--- src/rtl/fb_pkg.sv ---
// fb_pkg: shared constants and state types for the framebuffer arbiter
package fb_pkg;
    localparam int H_RES       = 1024;
    localparam int V_RES       = 768;
    localparam int FRAME_WORDS = H_RES * V_RES;

    typedef enum logic {SHOW, PENDING} swap_state_t;
    typedef enum logic [1:0] {NONE, DISP, FILT} owner_t;
endpackage

--- src/rtl/fb_swap_ctrl.sv ---
// fb_swap_ctrl: tear-free front/back bank swap, taken only at end of screen
module fb_swap_ctrl
    import fb_pkg::*;
(
    input  logic clk,
    input  logic reset,
    input  logic frame_done,
    input  logic screenend,
    output logic disp_bank,
    output logic swap_pending,
    output logic swap_overflow
);
    swap_state_t state, state_nxt;
    logic bank_nxt, ovf_nxt;

    // a finished frame queues one swap; screenend consumes it (or a same-cycle frame)
    always_comb begin
        state_nxt    = (state == SHOW) ? ((frame_done & ~screenend) ? PENDING : SHOW)
                                       : ((screenend & ~frame_done) ? SHOW : PENDING);
        bank_nxt     = disp_bank ^ (screenend & (frame_done | (state == PENDING)));
        ovf_nxt      = swap_overflow | ((state == PENDING) & frame_done & ~screenend);
        swap_pending = (state == PENDING);
    end

    // bank, state and sticky overflow registers
    always_ff @(posedge clk) begin
        if (reset) begin
            state         <= SHOW;
            disp_bank     <= 1'b0;
            swap_overflow <= 1'b0;
        end else begin
            state         <= state_nxt;
            disp_bank     <= bank_nxt;
            swap_overflow <= ovf_nxt;
        end
    end
endmodule

--- src/rtl/vga_fb_arbiter.sv ---
// vga_fb_arbiter: shares one double-buffered RAM between display fetch and filter
module vga_fb_arbiter
    import fb_pkg::*;
#(
    parameter int H_RES  = fb_pkg::H_RES,
    parameter int V_RES  = fb_pkg::V_RES,
    parameter int DATA_W = 12,
    parameter int OFS_W  = 20,
    parameter int ADDR_W = 21
) (
    input  logic              clk,
    input  logic              reset,
    input  logic              pix_stb,
    input  logic              active,
    input  logic [9:0]        x,
    input  logic [9:0]        y,
    input  logic              screenend,
    input  logic              filt_req,
    input  logic              filt_we,
    input  logic [OFS_W-1:0]  filt_addr,
    input  logic [DATA_W-1:0] filt_wdata,
    output logic              filt_gnt,
    output logic              filt_rvalid,
    output logic [DATA_W-1:0] filt_rdata,
    input  logic              filt_frame_done,
    output logic              mem_en,
    output logic              mem_we,
    output logic [ADDR_W-1:0] mem_addr,
    output logic [DATA_W-1:0] mem_wdata,
    input  logic [DATA_W-1:0] mem_rdata,
    output logic [DATA_W-1:0] pix_rgb,
    output logic              pix_valid,
    output logic              disp_bank,
    output logic              swap_pending,
    output logic              swap_overflow
);
    localparam int H_SHIFT = $clog2(H_RES);

    logic             disp_slot, blank_slot;
    logic [OFS_W-1:0] disp_ofs;
    owner_t           owner, owner_nxt;

    fb_swap_ctrl u_swap (
        .clk          (clk),
        .reset        (reset),
        .frame_done   (filt_frame_done),
        .screenend    (screenend),
        .disp_bank    (disp_bank),
        .swap_pending (swap_pending),
        .swap_overflow(swap_overflow)
    );

    // display owns any strobed active pixel; filter takes every other requested cycle
    always_comb begin
        disp_slot  = pix_stb & active;
        blank_slot = pix_stb & ~active;
        filt_gnt   = filt_req & ~disp_slot;
        disp_ofs   = (OFS_W'(y) << H_SHIFT) | OFS_W'(x);
        mem_en     = disp_slot | filt_gnt;
        mem_we     = filt_gnt & filt_we;
        mem_addr   = disp_slot ? ADDR_W'({disp_bank, disp_ofs}) : ADDR_W'({~disp_bank, filt_addr});
        mem_wdata  = filt_wdata;
        owner_nxt  = disp_slot ? DISP : (filt_gnt & ~filt_we) ? FILT : NONE;
    end

    // route the RAM's one-cycle-late read data to whoever issued the read
    always_ff @(posedge clk) begin
        if (reset) begin
            owner       <= NONE;
            pix_rgb     <= '0;
            pix_valid   <= 1'b0;
            filt_rvalid <= 1'b0;
            filt_rdata  <= '0;
        end else begin
            owner       <= owner_nxt;
            pix_valid   <= (owner == DISP) | blank_slot;
            pix_rgb     <= (owner == DISP) ? mem_rdata : blank_slot ? '0 : pix_rgb;
            filt_rvalid <= (owner == FILT);
            filt_rdata  <= (owner == FILT) ? mem_rdata : filt_rdata;
        end
    end
endmodule

--- config.mk ---
export PLATFORM = sky130hd
export DESIGN_NAME = vga_fb_arbiter
export DESIGN_NICKNAME = d
export VERILOG_FILES = /design/src/rtl/fb_pkg.sv /design/src/rtl/fb_swap_ctrl.sv /design/src/rtl/vga_fb_arbiter.sv
export SDC_FILE = /design/constraint.sdc
export NUM_CORES = 1
export LEC_CHECK = 0
export ABC_AREA = 1
export CAP_MARGIN = 15
export CORE_UTILIZATION = 50
export DETAILED_ROUTE_END_ITERATION = 10
export DONT_BUFFER_PORTS = 1
export PLACE_DENSITY = 0.78
export SLEW_MARGIN = 10
export SYNTH_ARGS = -nofsm -noshare
export SYNTH_HDL_FRONTEND = slang
export SYNTH_SLANG_ARGS = --single-unit
--- constraint.sdc ---
create_clock -name clk -period 0.8 [get_ports clk]
set_input_delay 0.16 -clock clk [delete_from_list [all_inputs] [get_ports clk]]
set_output_delay 0.16 -clock clk [all_outputs]
set_load 0.01 [all_outputs]
# Word level (Yosys, flattened, before mapping)
# Cells that the tools add are included.
[totals] register_bits=31 input_bits=72 output_inout_bits=65 word_cells=43
[op_classes] n_eq_ne=2 mux=8 bitwise=22 n_reduce_logical=2
[ops] operator="$mux W12" count=2
[ops] operator="$mux W21" count=1
[ops] operator="$or A20 B10 Y20" count=1
[ops] operator="$and A1 B1 Y1" count=10
[ops] operator="$not A1 Y1" count=6
[ops] operator="$mux W1" count=4
[ops] operator="$or A1 B1 Y1" count=4
[ops] operator="$eq A2 B1 Y1 const B" count=1
[ops] operator="$eq A2 B2 Y1 const B" count=1
[ops] operator="$mux W2" count=1
[ops] operator="$reduce_bool A2 Y1" count=1
[ops] operator="$reduce_or A2 Y1" count=1
[ops] operator="$xor A1 B1 Y1" count=1

# Depth between registers and ports, before layout
# Gate-level depths: netlist of run 1.
[depth] depth_word=6 depth_mapped=6 mapped_depth_nobuf=5

# Modules after synthesis
# Synthesis of run 1 repeated with hierarchy kept, for this count alone.
[unflattened] cells_unflattened=221 hier_area_um2=1641.6
[by_module_without_submodules] module="vga_fb_arbiter" instances=1 cells_each=204 area_per_inst_um2=1503.9 seq_area_each_um2=560.5
[by_module_without_submodules] module="fb_swap_ctrl" instances=1 cells_each=17 area_per_inst_um2=137.6 seq_area_each_um2=60.1

# Worst setup path before layout of run 1
# No wires, ideal clock.
[synth_timing] path_kind="register to register" start="register owner[0]" end="register filt_rdata[0]" setup_time_ns=0.116 t_arrival_ns=0.790 required_ns=0.684 setup_slack_ns=-0.106 stages_incl_launch_ff=7 period_less_slack_ns=0.906 path_cell_list="dfxtp_1 inv_1 nand2_2 inv_2 buf_6 nor2_2 nor2_1"
[synth_via] elab_chain_cells=1
[synth_lines] item="from (decl)" line_no="vga_fb_arbiter.sv:41" text="owner_t owner, owner_nxt;"
[synth_lines] item="from (signal assigned)" line_no="vga_fb_arbiter.sv:75" text="owner <= owner_nxt;"
[synth_lines] item="$eq A2 B2 Y1" line_no="vga_fb_arbiter.sv:79" text="filt_rdata <= (owner == FILT) ? mem_rdata : filt_rdata;"
[synth_lines] item="to (signal assigned)" line_no="vga_fb_arbiter.sv:79"
[synth_lines] item="to (decl)" line_no="vga_fb_arbiter.sv:24" text="output logic [DATA_W-1:0] filt_rdata,"
# Every way passes these cells.
# A chain may end at the register's enable or synchronous reset.

# Final worst setup path of run 1
[layout_timing] start="register u_swap.state, in the netlist u_swap.swap_pending" end="output port swap_pending"
[layout_rtl] item="from (decl)" line_no="fb_swap_ctrl.sv:13" text="swap_state_t state, state_nxt;"
[layout_rtl] item="from (signal assigned)" line_no="fb_swap_ctrl.sv:32" text="state <= state_nxt;"
[layout_rtl] item="to (decl)" line_no="vga_fb_arbiter.sv:34" text="output logic swap_pending,"
# No word-level cell between the ends.

==> metrics.yaml, run 1 <==
die_area_um2: 3363
grt-ovfl-total: 0
htreeDepth: 2
critPathMaxStageDelay_ns: 0.35
path_class: "register to output port"
cts_tree: "built"
crit_family: "flip-flops"
hold_ws_ns: -0.1350
dp_hpwl_um: 2754
vias: 1485
rsz0062_at_grt: "true"
r2r_setup_slack_ns: -0.16
ctsHoldBuffers: 16
ys_seq_elements: 31
avgSynthCellArea_um2: 7.094
fin_crit_sh_pct: 134.7
numClockSinks: 31
ir_drop_v: 0.001096
syn2layout_area_growth_pct: 39.59
root_buffer: "clkbuf_4"
outcome: "finished with violations"
dieWidth_um: 58.00
max_freq_mhz: 928.1
whs_path_depth: 1
yosys-top-cells-area: "dfxtp_1, nand2_1, buf_4"
final_cell_count_no_fill: 277
cp_cell_sequence: "buf_6, buf_12"
grtUsageTotal_pct: 25.39
total_power_uw: 3206
core_area_um2: 2853
synth_top_area_share_pct: 39.58
ios: 137
end_kind: "output port"
crit_required_ns: 0.64
start_kind: "register"
gp_congestion: 0.7318
clkTransAtPathRegs_ns: 0.10
die_h_um: 58.00
period_needed_ns: 1.077
slew_headroom_pct: 73.57
first_pass_iters: 7
synth_warnings: 0
cpMaxStageDelayCell: "dfxtp_2"
postSynthCellCount: 221
initial_utilization_pct: 54.96
r2r-end: "pix_rgb[9]"
portBuffers: 0
finalSetupViolCount: 56
rows: 19
drc_errors: 5
hold_path_end: "pix_rgb[5]"
numCtsBuffers: 5
p_leak_uw: 0.0009114
crit_path_max_fanout: 2
grt_max_degree: 19
tightest_slew_ns: 0.3959
synth_area_um2: 1568
hold_path_class: "primary input to register"
fin_nets: 317
crit_buf_inv: 2
routed_wl_um: 4375
antenna_found_initial: 0
slew_viol_final: 0
final_antenna_net_count: 0
drt-vias-per-instance: 5.361
dp_cells: 248
r2r-start: "owner[1]"
worstPathArrival_ns: 0.92
routedWlPerCell_um: 15.79
synth_seq_area_share_pct: 39.58
layout_setup_ws_ns: -0.2774
fin_util_pct: 76.71
drt_iter0_drc: 76
hold_path.startpoint: "reset"
grt_pass1_wl_um: 6265
p_per_area_nw_per_um2: 1465
hold_violations: 16
antenna_cells: 0
synth_nets: 293
violations: "DRC, hold timing, setup timing"
drive_above_1_share_pct: 54.47
yosysUniqueCellTypes: 19
clock_path_buffers: 2
maxCapViolations: 0
insertion_delay_ns: 0.34
rr_worst_depth: 5
yosysTopAreaCell: "dfxtp_1"
first_global_vias: 1358
finClkSkew_ns: 0.009278
-- kinds of logic (layout without fill, tap and decap cells) --
kind of cell / count (synthesis) / in the layout / synth area share, %
simple gates: 125 / 125 / 33.76
buf+inv: 36 / 61 / 14.69
flops: 31 / 31 / 39.59
compound gates: 28 / 28 / 11.41
xor+xnor: 1 / 1 / 0.5588
-- power by group --
| group | switching, uW | internal, uW | total [uW] | leakage (uW) |
|---|---|---|---|---|
| registers | 74.6 | 1590 | 1670 | 0.000270 |
| logic | 370 | 297 | 667 | 0.000612 |
| clock network | 532 | 342 | 874 | 0.0000293 |
| total | 977 | 2230 | 3210 | 0.000911 |
-- final cells by class --
cell class / instances / area, um^2
multi-input cells: 154 / 915.9
inverters: 12 / 60.06
fillers: 192 / 664.4
flip-flops and latches: 31 / 686.9
repair buffers: 41 / 436.7
clock buffers: 7 / 45.04
clock inverters: 1 / 5.005
well taps: 31 / 38.79
-- layer usage --
metal,GRT usage [%],up-vias,share of wire (%)
met5,0,-,0
li1,-,722,-
met2,43.02,82,52
met1,27.62,671,37
met4,12.24,0,2.2
met3,10.04,10,8.8
-- cell usage in the layout (no fill, tap or decap) --
cell,netlist,routed
nand2_2,3,10
inv_2,5,4
nand3_2,0,12
nor2_2,10,11
inv_1,7,4
xor2_4,0,1
inv_4,0,2
nand3_1,13,1
clkbuf_1,0,2
or2_1,1,1
inv_6,0,2
a21oi_1,5,1
buf_12,0,2
dfxtp_2,0,20
nor2_1,20,19
buf_6,4,17
dfxtp_4,0,11
a31oi_1,1,1
nand2_4,1,2
a21oi_2,10,14
nor3_1,1,1
buf_4,16,6
dlygate4sd3_1,0,16
nand2_1,76,66
clkinv_2,0,1
clkbuf_4,0,5
nand2_8,0,2
o21ai_2,0,12
-- repair_timing --
item                                    in CTS  in global routing
gates resized for setup                     77                 41
endpoints found under the hold margin       31                 16
endpoints found under the setup margin      75                 73
setup buffers                                3                  2
pin swaps                                    7                 15
gates cloned                                 0                  0
-- synthesized netlist by cell type --
cell and number:
nor2_1 20, buf_6 4, a21oi_2 10, dfxtp_1 31
inv_2 5, xor2_1 1, a31oi_1 1, o21ai_0 12
nand2_4 1, or2_1 1, nand2_2 3, buf_2 4
nand2_1 76, inv_1 7, nor3_1 1, nor2_2 10
buf_4 16, a21oi_1 5, nand3_1 13
-- per-stage QoR --
stage,instance area [um^2],hold slack [ns],worst slack [ns],setup TNS [ns]
after global placement,1617,0.2252,-0.1167,-4.360
after floorplan,1588,0.2318,-0.04421,-0.8454
final,2188,-0.1350,-0.2774,-5.850
after CTS,2032,-0.1512,-0.2840,-5.831
after global routing,2188,-0.1613,-0.3203,-8.070
after detailed placement,1617,0.2263,-0.1466,-5.240
-- registers in the layout (all words and copies together), names as in the netlist --
| name | flops |
|---|---|
| u_swap.disp_bank | 1 |
| pix_rgb | 12 |
| owner | 2 |
| filt_rdata | 12 |
| pix_valid | 1 |
| u_swap.swap_overflow | 1 |
| u_swap.swap_pending | 1 |
| filt_rvalid | 1 |
-- how the worst max path moves through the flow --
stage / start / to / slack, ns / depth (start not counted)
final: u_swap.swap_pending / swap_pending / -0.28 / 2
after floorplan: owner[0] / filt_rdata[0] / -0.04 / 6
after CTS: u_swap.disp_bank / mem_addr[20] / -0.28 / 1
after detailed placement: owner[1] / pix_rgb[9] / -0.15 / 5
after global routing: u_swap.disp_bank / mem_addr[20] / -0.32 / 1
after global placement: owner[1] / pix_rgb[3] / -0.12 / 5
Power figures use the tool's default switching activity.
==> run 2, diff against run 1 <==
--- a/config.mk
+++ b/config.mk
@@ -6,6 +6,7 @@
 export NUM_CORES = 1
 export LEC_CHECK = 0
 export ABC_AREA = 1
+export ABC_CLOCK_PERIOD_IN_PS = 800
 export CAP_MARGIN = 15
 export CORE_UTILIZATION = 50
 export DETAILED_ROUTE_END_ITERATION = 10
==> results of run 2 <==
The final DEF is identical to that of run 1; final timing and power are the same.
==> run 3, diff against run 2 <==
==> constraint.sdc (replaced) <==
create_clock -name clk -period 0.8 [get_ports clk]
set_input_delay 0.12 -clock clk [delete_from_list [all_inputs] [get_ports clk]]
set_output_delay 0.12 -clock clk [all_outputs]
set_load 0.01 [all_outputs]
==> metrics.yaml, run 3 (same netlist as run 1, synthesis figures left out) <==
violations: "DRC, hold timing, setup timing"
first_pass_iters: 9
p_sw_uw: 1059
antenna_cells: 0
cpMaxStageDelayCell: "dfxtp_4"
root_buffer: "clkbuf_4"
path_depth: 1
insertion_delay_ns: 0.33
drt_iter0_drc: 124
fillerInstances: 148
cts_tree: "built"
crit_path_max_fanout: 3
crit_required_ns: 0.68
dieWidth_um: 58.00
worstPathArrival_ns: 0.89
portBuffers: 0
cp_cell_sequence: "xor2_4"
routed_wl_um: 5649
power.internal_uw: 2223
placed_cell_area_um2: 1597
drive_above_1_share_pct: 55.47
hold_ws_ns: -0.1705
largestRegisters: "filt_rdata: 12 flops, pix_rgb: 12 flops, owner: 2 flops"
drt-vias-per-instance: 5.822
p_leak_uw: 0.0009911
finalSetupViolCount: 57
layout_setup_ws_ns: -0.2096
tightest_slew_ns: 0.5593
syn2layout_area_growth_pct: 48.68
r2r-end: "filt_rdata[0]"
slew_viol_final: 0
ios: 137
crit_family: "flip-flops"
clkTransAtPathRegs_ns: 0.11
rows: 19
total_power_uw: 3282
grt_pass1_wl_um: 7010
grtUsageTotal_pct: 28.07
start_kind: "register"
hold_path_class: "primary input to register"
seqPwrFrac_pct: 50.6
gp_congestion: 0.7269
period_needed_ns: 1.010
final_antenna_net_count: 0
final_common_cell: "nand2_1"
grt_max_degree: 24
fin_util_pct: 81.71
initial_utilization_pct: 54.96
layout_common_cells: "nand2_1, nor2_1, buf_6"
p_clk_share_pct: 27.2
rr_worst_depth: 5
final_area_um2: 2331
r2r_setup_slack_ns: -0.19
die_h_um: 58.00
clock_path_buffers: 2
hold_path_end: "pix_rgb[9]"
rsz0062_at_grt: "true"
crit_start: "u_swap.disp_bank"
swShare_pct: 32.26
fin_crit_sh_pct: 126.2
ctsHoldBuffers: 15
antenna_found_initial: 0
hold_violations: 16
vias: 1671
tns_ns: -6.250
path_class: "register to output port"
dp_hpwl_um: 2836
p_per_area_nw_per_um2: 1408
die_area_um2: 3363
r2r-start: "owner[0]"
maxCapViolations: 0
drc_errors: 7
grt-ovfl-total: 0
critPathMaxStageDelay_ns: 0.39
p_comb_share_pct: 22.2
routedWlPerCell_um: 19.68
hold_path.startpoint: "reset"
core_area_um2: 2853
ir_drop_v: 0.0007197
first_global_vias: 1486
outcome: "finished with violations"
finClkSkew_ns: 0.007430
numCtsBuffers: 5
fin_nets: 327
slew_headroom_pct: 62.58
end_kind: "output port"
max_freq_mhz: 990.5
crit_buf_inv: 0
whs_path_depth: 1
htreeDepth: 2
numClockSinks: 31
[run 3: how the worst max path moves through the flow]
stage	to	slack, ns
6_report	mem_addr[20]	-0.21
5_1_grt	pix_rgb[5]	-0.23
3_3_place_gp	pix_rgb[5]	-0.11
3_5_place_dp	pix_rgb[5]	-0.13
4_1_cts	mem_addr[20]	-0.23
2_1_floorplan	filt_rdata[0]	-0.04
[run 3: cell type report]
type                    instances  area, um^2  area share, %
inverters                      12       57.56          2.469
flip-flops and latches         31       696.9          29.90
clock buffers                   5       37.54          1.610
clock inverters                 3       15.01         0.6441
well taps                      31       38.79          1.664
repair buffers                 51       538.0          23.08
multi-input cells             154       947.2          40.63
[run 3: repair_timing]
item	CTS	global route
setup buffers	8	7
endpoints found under the hold margin	31	16
setup endpoints to repair	54	74
gates resized for setup	85	43
gates cloned	0	1
pin swaps	10	13
[run 3: power by group through the flow]
stage	Sequential [uW]	Combinational, uW	Clock, uW
6_report	1660	727	893
3_3_place_gp	1700	427	0
5_1_grt	1670	771	970
2_1_floorplan	1700	424	0
4_1_cts	1680	592	880
3_5_place_dp	1700	435	0
[run 3: metrics by stage]
step                worst slack (ns)  cells
detailed placement           -0.1339    248
global route                 -0.2334    287
floorplan                   -0.04421    221
finish                       -0.2096    287
CTS                          -0.2265    279
global placement             -0.1097    248
[run 3: routing by layer]
| metal | part of all wire [%] | vias to the layer above | global-route usage, % |
|---|---|---|---|
| met1 | 35 | 770 | 28.33 |
| met5 | 0 | - | 0 |
| met3 | 9.6 | 21 | 10.49 |
| li1 | - | 747 | - |
| met4 | 3.6 | 0 | 11.56 |
| met2 | 52 | 133 | 51.56 |
